## config.mk

```make
export PLATFORM = sky130hd
export DESIGN_NAME = mux41_rr_sched_flat
export DESIGN_NICKNAME = d
export VERILOG_FILES = /design/src/rtl/mux41_rr_sched_pkg.sv /design/src/rtl/mux41_rr_sched_if.sv /design/src/rtl/mux41_rr_sched_rr_pick4.sv /design/src/rtl/mux41x1.sv /design/src/rtl/mux41_rr_sched.sv /design/src/flat_wrapper.sv
export SDC_FILE = /design/constraint.sdc
export NUM_CORES = 1
export LEC_CHECK = 0
export ABC_AREA = 1
export BUFFER_PORTS_ARGS = -buffer_cell sky130_fd_sc_hd__buf_2
export CORE_MARGIN = 10
export CORE_UTILIZATION = 43
export CTS_BUF_LIST = sky130_fd_sc_hd__clkbuf_16
export DETAILED_ROUTE_END_ITERATION = 10
export PLACE_DENSITY = 0.76
export SLEW_MARGIN = 15
export SYNTH_ARGS = -nofsm -noshare
export SYNTH_HDL_FRONTEND = slang
export SYNTH_SLANG_ARGS = --single-unit
export TNS_END_PERCENT = 30
```

## constraint.sdc

```tcl
create_clock -name clk -period 1.3 [get_ports clk]
set_input_delay 0.065 -clock clk [delete_from_list [all_inputs] [get_ports clk]]
set_output_delay 0.065 -clock clk [all_outputs]
set_load 0.01 [all_outputs]
```

## src/rtl/mux41_rr_sched_pkg.sv

```systemverilog
// Shared types and helpers for the round-robin 4:1 mux scheduler.
package mux41_sched_pkg;

  localparam int NREQ = 4;

  typedef enum logic [0:0] {
    IDLE  = 1'b0,
    GRANT = 1'b1
  } state_t;

  // MUX41X1 pin order puts S1 on the low index bit: returns {s1, s0}.
  function automatic logic [1:0] idx2sel(input logic [1:0] idx);
    return {idx[0], idx[1]};
  endfunction

endpackage

```

## src/rtl/mux41_rr_sched_if.sv

```systemverilog
// Requester-side valid/ready bus plus the single-entry output stage handshake.
interface mux41_rr_sched_if #(
  parameter int W = 8
);
  import mux41_sched_pkg::*;

  logic [NREQ-1:0]   req_valid;
  logic [NREQ*W-1:0] req_data;
  logic [NREQ-1:0]   req_last;
  logic [NREQ-1:0]   req_ready;
  logic              out_valid;
  logic [W-1:0]      out_data;
  logic              out_last;
  logic [1:0]        out_src;
  logic              out_ready;

  modport master (
    output req_valid, req_data, req_last, out_ready,
    input  req_ready, out_valid, out_data, out_last, out_src
  );

  modport slave (
    input  req_valid, req_data, req_last, out_ready,
    output req_ready, out_valid, out_data, out_last, out_src
  );

endinterface

```

## src/rtl/mux41_rr_sched_rr_pick4.sv

```systemverilog
// Combinational round-robin pick: first valid index at or after ptr, mod 4.
module rr_pick4 (
  input  logic [3:0] valid,
  input  logic [1:0] ptr,
  output logic [1:0] idx,
  output logic       any
);

  logic [3:0] rot;
  logic [1:0] off;

  genvar gi;
  generate
    for (gi = 0; gi < 4; gi++) begin : g_rot
      assign rot[gi] = valid[ptr + 2'(gi)];
    end
  endgenerate

  always_comb begin
    off = 2'd3;
    if (rot[0])      off = 2'd0;
    else if (rot[1]) off = 2'd1;
    else if (rot[2]) off = 2'd2;
  end

  assign idx = ptr + off;
  assign any = |valid;

endmodule

```

## src/rtl/mux41x1.sv

```systemverilog
// Behavioural model of the MUX41X1 cell: S1S0 = 00/10/01/11 selects IN1/IN2/IN3/IN4.
module MUX41X1 (
  input  logic IN1,
  input  logic IN2,
  input  logic IN3,
  input  logic IN4,
  input  logic S0,
  input  logic S1,
  output logic Q
);

  assign Q = S0 ? (S1 ? IN4 : IN3) : (S1 ? IN2 : IN1);

endmodule

```

## src/rtl/mux41_rr_sched.sv

```systemverilog
// Round-robin packet scheduler driving a W-bit bank of MUX41X1 cells into a
// single-entry registered output stage.
module mux41_rr_sched
  import mux41_sched_pkg::*;
#(
  parameter int W         = 8,
  parameter int MAX_BURST = 16
) (
  input  logic                 clk,
  input  logic                 rst,
  mux41_rr_sched_if.slave      bus,
  output logic                 mux_s1,
  output logic                 mux_s0,
  output logic                 busy
);

  localparam int CW = $clog2(MAX_BURST + 1);
  localparam logic [0:0] S_IDLE  = IDLE;
  localparam logic [0:0] S_GRANT = GRANT;

  logic [0:0]    state_reg;
  logic [1:0]    ptr_reg;
  logic [1:0]    grant_idx_reg;
  logic [CW-1:0] beat_cnt_reg;
  logic          sel_s1_reg;
  logic          sel_s0_reg;
  logic          out_valid_reg;
  logic [W-1:0]  out_data_reg;
  logic          out_last_reg;
  logic [1:0]    out_src_reg;

  logic [1:0]    pick_idx;
  logic          pick_any;
  logic [W-1:0]  mux_q;
  logic [3:0]    ready_next;
  logic          can_load;
  logic          xfer;
  logic          last_beat;

  rr_pick4 u_pick (
    .valid (bus.req_valid),
    .ptr   (ptr_reg),
    .idx   (pick_idx),
    .any   (pick_any)
  );

  genvar gi;
  generate
    for (gi = 0; gi < W; gi++) begin : g_mux
      MUX41X1 u_mux (
        .IN1 (bus.req_data[0*W + gi]),
        .IN2 (bus.req_data[1*W + gi]),
        .IN3 (bus.req_data[2*W + gi]),
        .IN4 (bus.req_data[3*W + gi]),
        .S0  (sel_s0_reg),
        .S1  (sel_s1_reg),
        .Q   (mux_q[gi])
      );
    end
  endgenerate

  assign can_load  = !out_valid_reg || bus.out_ready;
  assign xfer      = (state_reg == S_GRANT) && bus.req_valid[grant_idx_reg] && can_load;
  assign last_beat = bus.req_last[grant_idx_reg] || (beat_cnt_reg == CW'(MAX_BURST - 1));

  always_comb begin
    ready_next = '0;
    if (state_reg == S_GRANT) ready_next[grant_idx_reg] = can_load;
  end

  // Arbitration and grant tracking; selects stay put after a packet closes.
  always_ff @(posedge clk or posedge rst) begin
    if (rst) begin
      state_reg     <= S_IDLE;
      ptr_reg       <= '0;
      grant_idx_reg <= '0;
      beat_cnt_reg  <= '0;
      sel_s1_reg    <= 1'b0;
      sel_s0_reg    <= 1'b0;
    end else if (state_reg == S_IDLE) begin
      if (pick_any) begin
        grant_idx_reg            <= pick_idx;
        {sel_s1_reg, sel_s0_reg} <= idx2sel(pick_idx);
        beat_cnt_reg             <= '0;
        state_reg                <= S_GRANT;
      end
    end else if (xfer) begin
      beat_cnt_reg <= beat_cnt_reg + CW'(1);
      if (last_beat) begin
        ptr_reg   <= grant_idx_reg + 2'd1;
        state_reg <= S_IDLE;
      end
    end
  end

  // Output stage: a load may coincide with a drain for back-to-back beats.
  always_ff @(posedge clk or posedge rst) begin
    if (rst) begin
      out_valid_reg <= 1'b0;
      out_data_reg  <= '0;
      out_last_reg  <= 1'b0;
      out_src_reg   <= '0;
    end else if (xfer) begin
      out_valid_reg <= 1'b1;
      out_data_reg  <= mux_q;
      out_last_reg  <= last_beat;
      out_src_reg   <= grant_idx_reg;
    end else if (out_valid_reg && bus.out_ready) begin
      out_valid_reg <= 1'b0;
    end
  end

  assign bus.req_ready = ready_next;
  assign bus.out_valid = out_valid_reg;
  assign bus.out_data  = out_data_reg;
  assign bus.out_last  = out_last_reg;
  assign bus.out_src   = out_src_reg;
  assign mux_s1        = sel_s1_reg;
  assign mux_s0        = sel_s0_reg;
  assign busy          = (state_reg == S_GRANT);

endmodule

```

## src/flat_wrapper.sv

```systemverilog
// flat-port wrapper written by rule: the top's interface ports become plain ports
module mux41_rr_sched_flat import mux41_sched_pkg::*;
#(
  parameter int W         = 8,
  parameter int MAX_BURST = 16
)
  (clk, rst, mux_s1, mux_s0, busy, bus_req_valid, bus_req_data, bus_req_last, bus_out_ready, bus_req_ready, bus_out_valid, bus_out_data, bus_out_last, bus_out_src);
  mux41_rr_sched_if #(.W(W)) bus_i ();
  input  logic clk;
  input  logic rst;
  output logic mux_s1;
  output logic mux_s0;
  output logic busy;
  input wire logic [$bits(bus_i.req_valid)-1:0] bus_req_valid;
  input wire logic [$bits(bus_i.req_data)-1:0] bus_req_data;
  input wire logic [$bits(bus_i.req_last)-1:0] bus_req_last;
  input wire logic [$bits(bus_i.out_ready)-1:0] bus_out_ready;
  output wire logic [$bits(bus_i.req_ready)-1:0] bus_req_ready;
  output wire logic [$bits(bus_i.out_valid)-1:0] bus_out_valid;
  output wire logic [$bits(bus_i.out_data)-1:0] bus_out_data;
  output wire logic [$bits(bus_i.out_last)-1:0] bus_out_last;
  output wire logic [$bits(bus_i.out_src)-1:0] bus_out_src;
  assign bus_i.req_valid = bus_req_valid;
  assign bus_i.req_data = bus_req_data;
  assign bus_i.req_last = bus_req_last;
  assign bus_i.out_ready = bus_out_ready;
  assign bus_req_ready = bus_i.req_ready;
  assign bus_out_valid = bus_i.out_valid;
  assign bus_out_data = bus_i.out_data;
  assign bus_out_last = bus_i.out_last;
  assign bus_out_src = bus_i.out_src;
  mux41_rr_sched #(.W(W), .MAX_BURST(MAX_BURST)) u_core (.clk(clk), .rst(rst), .bus(bus_i), .mux_s1(mux_s1), .mux_s0(mux_s0), .busy(busy));
endmodule
```

==> results.py <==
metrics = {
    "place": {
        "detailed_place_hpwl_um": 3260,
        "dp_worst_setup_slack_ns": -0.154,
        "gp_congestion": 0.827,
        "placed_cell_area_mm2": 0.00189,
        "io_buffer_count": 61,
    },
    "grt": {
        "grt_max_degree": 23,
        "number_of_global_route_vias_before_repair": 1781,
        "antenna_found_initial": 0,
        "global_route_wire_length_before_repair_um": 7710,
        "globalRouteOverflowTotal": 0,
        "track_usage_pct": 15.0,
    },
    "sta": {
        "slew_headroom_pct": 75.2,
        "finalWorstSetupSlack_ns": -0.221,
        "finalCritPeriodShare_pct": 117,
        "maxSlewViolCount": 0,
        "max_slew.worst_pin.slew_ns": 0.371,
        "setup_skew_ns": 0.00443,
        "hold_viol_final": 0,
        "tns_ns": -3.42,
        "rsz0062_at_grt": "yes",
        "timing.hold.ws_ns": 0.156,
        "setup_violations": 26,
        "fmax_ghz": 0.658,
        "finalCriticalPeriod_ns": 1.52,
    },
    "synth": {
        "synth_area_leaders": "dfrtp_1 (39%), nand2_1 (17%), nor2_1 (7.9%)",
        "async_flop_share_pct": 100,
        "synth_area_mm2": 0.00143,
        "yosys.cell_types.count": 22,
        "syn-instance-count": 205,
        "synth-edff-count": 0,
        "leading_cell_type_by_number_of_instances_after_synthesis": "nand2_1",
        "postSynthRegisterBits": 22,
        "mean_cell_area_of_the_mapped_netlist_um2": 6.96,
        "post-synth-top-area-fraction_pct": 38.6,
        "synthesis.nets": 255,
        "ys_seq_area_share_pct": 38.6,
        "yosys_most_used_dff": "dfrtp_1",
        "ys.warnings.count": 0,
        "synth_top_area_cell": "dfrtp_1",
        "ys_top_cells_by_count": "nand2_1 (63), nor2_1 (30), dfrtp_1 (22), o21ai_0 (22), inv_1 (18)",
    },
    "route": {
        "drt_pass1_iterations": 4,
        "highest_layer": "met4",
        "drt_iter0_markers": 86,
        "postRouteAntennaNets": 0,
        "met3WireLength_um": 378,
        "drc": 0,
        "met2_wirelength_um": 2520,
        "via_count": 1697,
        "via_per_inst": 5.05,
        "post_drt_wl_per_cell_um": 14.4,
        "finalWirelength_um": 4850,
        "wl_met1_um": 1880,
    },
    "pwr": {
        "switching_power_mw": 2.54,
        "pwr-share-seq_pct": 21.6,
        "switching_share_pct": 43.1,
        "power_per_cell_area_mw_per_mm2": 2560,
        "power.leakage_nw": 1.22,
        "internal_power_of_the_cells_mw": 3.35,
        "logic_gate_share_of_total_power_pct": 63.9,
        "vdd_ir_drop_max_v": 0.00116,
        "clkPwrFrac_pct": 14.6,
    },
    "setup_path": {
        "critical_path_at_ns": 1.66,
        "critical_path_peak_fanout": 7,
        "critPathKind": "reg2reg",
        "crit_path_start_kind": "flip-flop",
        "worstPathRequired_ns": 1.44,
        "endpoint_kind": "flip-flop",
        "r2r_cells": 9,
    },
    "status": {
        "run_status": "finished with violations",
        "violated_checks": "setup timing",
    },
    "layout": {
        "finalCoreUtilization_pct": 73.5,
        "finalNetCount": 343,
        "drive_above_1_share_pct": 47.3,
        "flow.area_growth_from_synthesis_pct": 61.1,
        "finalInstanceArea_mm2": 0.00230,
        "filler_cell_count": 249,
        "insertedDiodeCount": 0,
        "flip_flop_count_of_the_largest_register_all_copies_and_words_added": 8,
    },
    "floorplan": {
        "fp.coreArea_mm2": 0.00313,
        "floorplan.die_area_mm2": 0.00602,
        "dieHeight_um": 77.6,
        "die_w_um": 77.6,
        "io_pins": 62,
        "initial_core_utilization_pct": 45.6,
        "std_cell_rows": 20,
    },
    "min_path": {
        "min_path_type": "in2reg",
        "holdPathStages": 4,
    },
    "clock_tree": {
        "cts-htree-levels": 1,
        "clock_tree.buffer_depth": 2,
        "clock_insertion_delay_worst_skew_ns": 0.26,
        "clk_pin_slew_ns": 0.06,
        "clock_sink_count": 22,
        "number_of_buffers_created_by_cts": 3,
        "cts.root.buffer_cell": "clkbuf_16",
        "tritoncts_clock_tree": "yes",
    },
    "job": {
        "cap_violations": 0,
    },
}
-- power by group through the flow --
stage                     combinational [mW]  sequential [mW]  clock [mW]
after CTS                               3.16             1.24       0.871
after floorplan                         1.64             1.34           0
after detailed placement                2.79             1.23           0
after global routing                    4.13             1.32       0.906
after global placement                  2.73             1.24           0
final                                   3.77             1.27       0.860
-- through the flow --
step                      cells  total power [mW]
after floorplan             205              2.97
after global placement      320              3.96
after detailed placement    320              4.02
after CTS                   332              5.28
after global routing        336              6.35
final                       336              5.90
-- cells in the final DEF, fill, tap and decap left out, types with 2 or more instances in the layout --
cell       synthesis  layout
buf_2              3      61
nand2_1           63      49
nor2_1            30      27
o21ai_0           22      20
dfrtp_1           22      20
buf_4              3      18
inv_1             18      12
nand2_2            0      12
nand3_1           11       8
o22ai_1            9       8
buf_6              1       8
inv_2              2       7
o21ai_1            4       4
clkbuf_16          0       4
nor2_2             0       3
nand3_2            1       3
ha_4               0       3
ha_2               0       3
o21ai_2            1       2
nand2_4            0       2
buf_8              0       2
dfrtp_2            0       2
-- worst max-delay path: stages (launching register included) --
cell	delay, ns
dfrtp_2	0.47
o21ai_4	0.19
nor2_2	0.07
a21oi_2	0.13
o22ai_2	0.08
ha_2	0.20
inv_2	0.06
nand3_2	0.08
nand3_2	0.08
nand2_1	0.06
-- routing by layer --
metal / global-route usage (%) / vias to the layer above
li1: - / 832
met5: 0 / -
met1: 15.3 / 798
met2: 26.9 / 59
met3: 5.53 / 8
met4: 6.57 / 0
-- final timing paths --
check | startpoint | to | slack, ns
worst max-delay path | u_core.ptr_reg[0] | u_core.mux_s0 | -0.22
worst min-delay path | bus_out_ready | u_core.bus.out_valid | 0.16
worst max register to register | u_core.ptr_reg[0] | u_core.mux_s0 | -0.22
worst min register to register | u_core.bus.out_data[6] | u_core.bus.out_data[6] | 0.47
max in group asynchronous | rst | u_core.ptr_reg[0] | 0.66
min in group asynchronous | rst | u_core.bus.out_data[1] | 0.39
-- area by class of cell --
type                            instances  area [um2]  share of cell area (%)
Sequential cell                        22         553                    24.0
Timing Repair Buffer                   92         616                    26.8
Tap cell                               44        55.1                    2.39
Inverter                               20        80.1                    3.48
Clock inverter                          1        30.0                    1.31
Clock buffer                            3        75.1                    3.26
Multi-Input combinational cell        154         891                    38.7
-- kinds of logic (layout without fill, tap and decap cells) --
group                      Yosys count  count (layout)  synth area share (%)
DFF                                 22              22                  38.6
AOI/OAI and AO/OA                   39              39                  15.4
buffers and inverters               29             116                  9.20
xor gates and xnor gates             1               1                 0.614
and+or+nand+nor                    107             107                  30.1
adders and majority gates            7               7                  6.13
-- what timing repair did --
| item | in CTS | in global routing |
|---|---|---|
| pin swaps | 8 | 14 |
| gates cloned | 0 | 1 |
| setup endpoints to repair | 25 | 26 |
| endpoints found under the hold margin | 22 | 0 |
| resized for setup | 26 | 33 |
| buffers inserted | 7 | 3 |
| hold buffers | 1 | 0 |
Note: power is estimated with default switching activity, not from simulation.
